### src/rtl/histoframe_accel_mul_pipe_acc.sv
// Pipelined multiplier with valid tagging and clock-enable stall for the histoframe datapath.
// Define HISTOFRAME_MUL_ACC_EN to turn the output register into a multiply-accumulator.
module histoframe_accel_mul_pipe_acc #(
    parameter int unsigned DIN0_WIDTH  = 16,
    parameter int unsigned DIN1_WIDTH  = 16,
    parameter int unsigned DOUT_WIDTH  = 26,
    parameter int unsigned NUM_STAGE   = 4,
    parameter int unsigned DIN0_SIGNED = 0,
    parameter int unsigned DIN1_SIGNED = 0
) (
    input  logic                  clk,
    input  logic                  reset,
    input  logic                  ce,
    input  logic                  in_valid,
    input  logic [DIN0_WIDTH-1:0] din0,
    input  logic [DIN1_WIDTH-1:0] din1,
    input  logic                  acc_clr,
    output logic [DOUT_WIDTH-1:0] dout,
    output logic                  out_valid
);

    localparam int unsigned PROD_WIDTH = DIN0_WIDTH + DIN1_WIDTH + 1;
    localparam int unsigned EXT_WIDTH  = (PROD_WIDTH > DOUT_WIDTH) ? PROD_WIDTH : DOUT_WIDTH;
    localparam int unsigned DLY_DEPTH  = (NUM_STAGE > 2) ? NUM_STAGE - 2 : 0;

`ifdef HISTOFRAME_MUL_ACC_EN
    localparam int unsigned SB_WIDTH = 2;
`else
    localparam int unsigned SB_WIDTH = 1;
`endif

    generate
        if (NUM_STAGE < 2 || NUM_STAGE > 8) begin : g_bad_stage
            $error("histoframe_accel_mul_pipe_acc: NUM_STAGE must be in 2..8");
        end
    endgenerate

    // Sideband travelling with each sample: bit 0 valid, bit 1 accumulator clear.
    logic [SB_WIDTH-1:0] sb_in_c;
`ifdef HISTOFRAME_MUL_ACC_EN
    assign sb_in_c = {acc_clr, in_valid};
`else
    logic unused_acc_clr;
    assign sb_in_c        = in_valid;
    assign unused_acc_clr = acc_clr;
`endif

    logic [DIN0_WIDTH-1:0] din0_q;
    logic [DIN1_WIDTH-1:0] din1_q;
    logic [SB_WIDTH-1:0]   sb1_q;

    always_ff @(posedge clk) begin
        if (reset) begin
            din0_q <= '0;
            din1_q <= '0;
            sb1_q  <= '0;
        end else if (ce) begin
            din0_q <= din0;
            din1_q <= din1;
            sb1_q  <= sb_in_c;
        end
    end

    // Extend both operands to the product width so one unsigned multiply covers every signedness mix.
    logic [PROD_WIDTH-1:0] op0_ext_c;
    logic [PROD_WIDTH-1:0] op1_ext_c;
    logic [PROD_WIDTH-1:0] prod_c;

    always_comb begin
        if (DIN0_SIGNED != 0) op0_ext_c = PROD_WIDTH'($signed(din0_q));
        else                  op0_ext_c = PROD_WIDTH'(din0_q);
        if (DIN1_SIGNED != 0) op1_ext_c = PROD_WIDTH'($signed(din1_q));
        else                  op1_ext_c = PROD_WIDTH'(din1_q);
        prod_c = op0_ext_c * op1_ext_c;
    end

    logic [PROD_WIDTH-1:0] prod_tail;
    logic [SB_WIDTH-1:0]   sb_tail;

    generate
        if (DLY_DEPTH == 0) begin : g_no_dly
            assign prod_tail = prod_c;
            assign sb_tail   = sb1_q;
        end else begin : g_dly
            logic [PROD_WIDTH-1:0] prod_q [DLY_DEPTH];
            logic [SB_WIDTH-1:0]   sb_q   [DLY_DEPTH];

            always_ff @(posedge clk) begin
                if (reset) begin
                    for (int i = 0; i < int'(DLY_DEPTH); i++) begin
                        prod_q[i] <= '0;
                        sb_q[i]   <= '0;
                    end
                end else if (ce) begin
                    prod_q[0] <= prod_c;
                    sb_q[0]   <= sb1_q;
                    for (int i = 1; i < int'(DLY_DEPTH); i++) begin
                        prod_q[i] <= prod_q[i-1];
                        sb_q[i]   <= sb_q[i-1];
                    end
                end
            end

            assign prod_tail = prod_q[DLY_DEPTH-1];
            assign sb_tail   = sb_q[DLY_DEPTH-1];
        end
    endgenerate

    // The signed product always fits PROD_WIDTH, so sign extension is exact for every mix.
    logic [EXT_WIDTH-1:0]  prod_ext_c;
    logic [DOUT_WIDTH-1:0] prod_trunc_c;
    logic [EXT_WIDTH-1:0]  unused_prod_ext;

    assign prod_ext_c      = EXT_WIDTH'($signed(prod_tail));
    assign prod_trunc_c    = prod_ext_c[DOUT_WIDTH-1:0];
    assign unused_prod_ext = prod_ext_c;

    logic [DOUT_WIDTH-1:0] dout_q;
    logic [DOUT_WIDTH-1:0] dout_d;
    logic                  out_valid_q;

    always_comb begin
`ifdef HISTOFRAME_MUL_ACC_EN
        dout_d = dout_q;
        if (sb_tail[0]) begin
            dout_d = (sb_tail[1] ? '0 : dout_q) + prod_trunc_c;
        end
`else
        dout_d = prod_trunc_c;
`endif
    end

    always_ff @(posedge clk) begin
        if (reset) begin
            dout_q      <= '0;
            out_valid_q <= 1'b0;
        end else if (ce) begin
            dout_q      <= dout_d;
            out_valid_q <= sb_tail[0];
        end
    end

    assign dout      = dout_q;
    assign out_valid = out_valid_q;

endmodule
### config.mk
export PLATFORM = sky130hd
export DESIGN_NAME = histoframe_accel_mul_pipe_acc
export DESIGN_NICKNAME = d
export VERILOG_FILES = /design/src/rtl/histoframe_accel_mul_pipe_acc.sv
export SDC_FILE = /design/constraint.sdc
export NUM_CORES = 1
export LEC_CHECK = 0
export CORE_ASPECT_RATIO = 0.5
export CORE_UTILIZATION = 64
export CTS_BUF_LIST = sky130_fd_sc_hd__clkbuf_16
export DETAILED_ROUTE_END_ITERATION = 10
export PLACE_DENSITY_LB_ADDON = 0.08
export SLEW_MARGIN = 20
export SYNTH_ARGS = -nofsm -noshare
export SYNTH_HDL_FRONTEND = slang
export SYNTH_SLANG_ARGS = --single-unit
### constraint.sdc
create_clock -name clk -period 18.4 [get_ports clk]
set_clock_uncertainty 0.1 [all_clocks]
set_input_delay 2.76 -clock clk [delete_from_list [all_inputs] [get_ports clk]]
set_output_delay 2.76 -clock clk [all_outputs]
set_load 0.05 [all_outputs]
==> summary.md <==
| Metric | Value |
|---|---|
| Yosys warns | `0` |
| WP data arrival | `about 6.8 ns` |
| Synth top area cells | `fa_1 31%, edfxtp_1 14%, dfxtp_1 10%, ha_1 8.0%, and2_1 7.9%` |
| Initial core utilization | `0.665` |
| Clock buffer count from CTS | `17` |
| Vias in the first global route | `8718` |
| Max incr delay on CP | `0.89 ns` |
| Initial antenna violation count | `0` |
| Max-slew headroom | `0.411` |
| Worst setup path endpoint | `g_dly.prod_q[0][23]` |
| Synth top area share | `0.309` |
| Crit-path most repeated cell | `fa_1` |
| DRC | `6` |
| Post-synthesis cell area | `0.0117 mm²` |
| Wirelength, routed | `25.5 mm` |
| Crit Path Class | `register to register` |
| Failing checks | `DRC` |
| Total power | `797 µW` |
| Number of synthesized flops with an enable pin | `54` |
| Global-route wire length before repair | `approximately 43 mm` |
| Area of the multi-input gates | `slightly below 0.008 mm²` |
| Reg clk slew, reported paths | `0.06 ns` |
| Post-synth ARST share | `0` |
| Clk buf depth | `2` |
| FF-to-FF End | `g_dly.prod_q[0][23]` |
| RSZ-0062 raised after global routing | `false` |
| Fin area | `0.0130 mm²` |
| Synth Area per Inst | `9.73 µm²` |
| Clock Sinks | `about 110` |
| Register-to-Register Path Depth | `17` |
| Slowest cell on the critical path | `dfxtp_1` |
| HPWL after DPL | `18.8 mm` |
| Fin crit share | `0.359` |
| Ys flop type | `dfxtp_1` |
| Post-CTS sizing | `0` |
| Measured slew at the worst slew-check pin | `0.882 ns` |
| CP Cell Sequence | `nand2_1, fa_1, fa_1, inv_1, fa_1, fa_1, fa_1, inv_1, fa_1, inv_1, ha_1, and4_4, nand4_1, or4_4, a311oi_2, nor3_1, nor3_2` |
| Status | `finished with violations` |
| Post-Synthesis Cells | `about 1200` |
| Power per cell area | `61.2 mW/mm²` |
| Critical path endpoint category | `register` |
| Area after DPL | `around 0.012 mm²` |
| Slew Limit Fails | `0` |
| CP Launch Point | `din1_q[8]` |
| RR Startpoint | `din1_q[8]` |
| Vias | `about 8200` |
| Worst Path Buf+Inv | `3` |
| Setup Buffers After CTS | `0` |
| GPL Wtd Cong | `0.903` |
| Minimum clock period | `~6.6 ns` |
| Remaining global-route overflow | `0` |
| Ratio of cells with drive above 1 in the final layout | `0.0408` |
| IR drop worst, VDD | `approximately 60 µV` |
| Core Area | `0.0177 mm²` |
| IO Count | `64` |
| Antenna Violating Nets Remaining | `0` |
| WP data required | `18.54 ns` |
| Clock Latency Late Sink | `between 0.4 and 0.5 ns` |
| Worst hold slack | `0.382 ns` |
| Die footprint | `0.0189 mm²` |
| Final Setup Violations | `0` |
| Cell family with most CP delay | `adder cells` |
| Synth Net Count | `around 1500` |
| Synth unique cells | `55` |
| CTS HTree Levels | `4` |
| Inserted Diodes | `0` |
| Die Height | `97.8 µm` |
| Row count | `34` |
| Register Area | `0.00282 mm²` |
| Critical path peak fanout | `17` |
| Yosys reg bits | `114` |
| F_max | `0.151 GHz` |
| Layout Nets | `roughly 1500` |
| Yosys top cell by area | `fa_1` |
| Hold buffer count at cts | `0` |
| Fin. Hold Viols | `0` |
| Max Cap Viol | `0` |
| LEAKAGE | `around 0.006 µW` |
| Port Buf Inserts | `62` |
| Fin util | `0.738` |
| Seq/Total Area, Yosys | `0.240` |
| CP Launch Type | `register` |
| CTS tree | `yes` |
| R2R Setup Slk | `roughly 12 ns` |
| Vias/cell | `5.52` |
| WL/cell | `17.2 µm` |
| Layout area overhead | `10.9%` |
| CTS Root Cell | `clkbuf_16` |
| Filler cells | `between 1000 and 1500` |
| DRT Pass-1 Iters | `10` |
| HP Class | `register to register` |
| Final setup TNS | `0 ns` |
| Die X | `194 µm` |
| Total GRT Usage | `0.291` |
| Critical path depth | `17` |
| Iter 0 DRT Violations | `462` |
| Pin count of the biggest net entering global routing | `64` |
-- metal layers --
metal	track usage	wire, µm
met5	0	0
met4	0.102	476
met3	0.0528	1790
met2	0.480	12000
met1	0.393	11200
-- cell usage in the layout (no fill, tap or decap), types with 3 or more instances in the layout --
master and count:
inv_1 227, fa_1 181, and2_1 149, nand2_1 135, ha_1 75, nor2_1 74
mux2i_1 64, dfxtp_1 60, clkdlybuf4s50_1 60, edfxtp_1 54, a21oi_1 19, clkbuf_16 17
xnor2_1 16, o21ai_0 13, nand2b_1 7, buf_4 7, a21o_1 6, nor3_1 6
o21bai_1 6, inv_6 6, a211oi_1 4, o21a_1 4, or3_1 4, or2_2 3
nand3_1 3, o22ai_1 3, clkinv_1 3
-- layout make-up --
type	instances	share of cell area
Clock buffer	17	0.0327
Sequential cell	114	0.217
Inverter	226	0.0651
Clock inverter	15	0.00807
Timing Repair Buffer	69	0.0521
Multi-Input combinational cell	810	0.603
Tap cell	234	0.0225
-- cell usage after synthesis, types with 2 or more instances --
library cell and number:
and3_2 2, nand3_1 3, nor2_1 74, nand4_1 2
o31ai_1 2, nor3_1 6, mux2i_1 64, fa_1 181
clkbuf_1 52, o21ai_0 13, o21bai_1 6, or2_2 3
or3_1 4, nand2b_1 7, inv_1 226, dfxtp_1 60
nand2_1 135, edfxtp_1 54, a31oi_1 2, a21o_1 6
nor4_1 2, a211oi_1 4, o22ai_1 3, o211ai_1 2
nand3b_1 2, xnor2_1 16, ha_1 75, o21a_1 4
xor2_1 2, a21oi_1 19, buf_1 2, and2_1 149
nand4b_1 2
-- how the worst min path moves through the flow --
stage / startpoint / end / slack, ns / cells after the start
finish: g_dly.prod_q[1][18] / dout[18] / 0.38 / 2
CTS: g_dly.prod_q[1][0] / dout[0] / 0.39 / 2
global route: g_dly.prod_q[1][1] / dout[1] / 0.42 / 2
global placement: g_dly.prod_q[1][2] / dout[2] / 0.36 / 2
detailed placement: g_dly.prod_q[1][0] / dout[0] / 0.37 / 2
floorplan: sb1_q / sb1_q / 0.35 / 2
-- through the flow --
stage	instances	worst slack, ns
floorplan	1206	12.41
global placement	1452	11.91
detailed placement	1453	11.88
CTS	1485	11.86
global route	1485	11.54
finish	1485	11.79
-- worst register-to-register path, stage by stage (launching register included) --
cell and delay (ns):
dfxtp_1 0.89, nand2_1 0.19, fa_1 0.51, fa_1 0.52, inv_1 0.06, fa_1 0.57
fa_1 0.45, fa_1 0.52, inv_1 0.05, fa_1 0.49, inv_1 0.05, ha_1 0.40
and4_4 0.29, nand4_1 0.12, or4_4 0.59, a311oi_2 0.33, nor3_1 0.09, nor3_2 0.22
-- power by group --
| part | leakage, µW | internal, µW | switching, µW |
|---|---|---|---|
| Sequential | 0.00109 | 284 | 25.9 |
| Clock | 0.000264 | 173 | 128 |
| Combinational | 0.00482 | 78.0 | 109 |
| Total | 0.00618 | 535 | 262 |
-- registers in the layout, summed over array words and instances, names as in the netlist --
name / count
g_dly.prod_q: 52
dout: 26
din0_q: 16
din1_q: 16
g_dly.sb_q: 2
out_valid: 1
sb1_q: 1
-- cells by family (layout without fill, tap and decap cells) --
logic type / count (synthesis) / count (layout) / share of synthesized area
compound gates: 72 / 72 / 0.0403
xor+xnor: 19 / 19 / 0.0153
fa+ha+maj: 256 / 256 / 0.389
buf+inv: 282 / 327 / 0.0911
flops: 114 / 114 / 0.240
mux: 64 / 64 / 0.0546
simple gates: 399 / 399 / 0.170
Note: power is estimated with default switching activity, not from simulation.
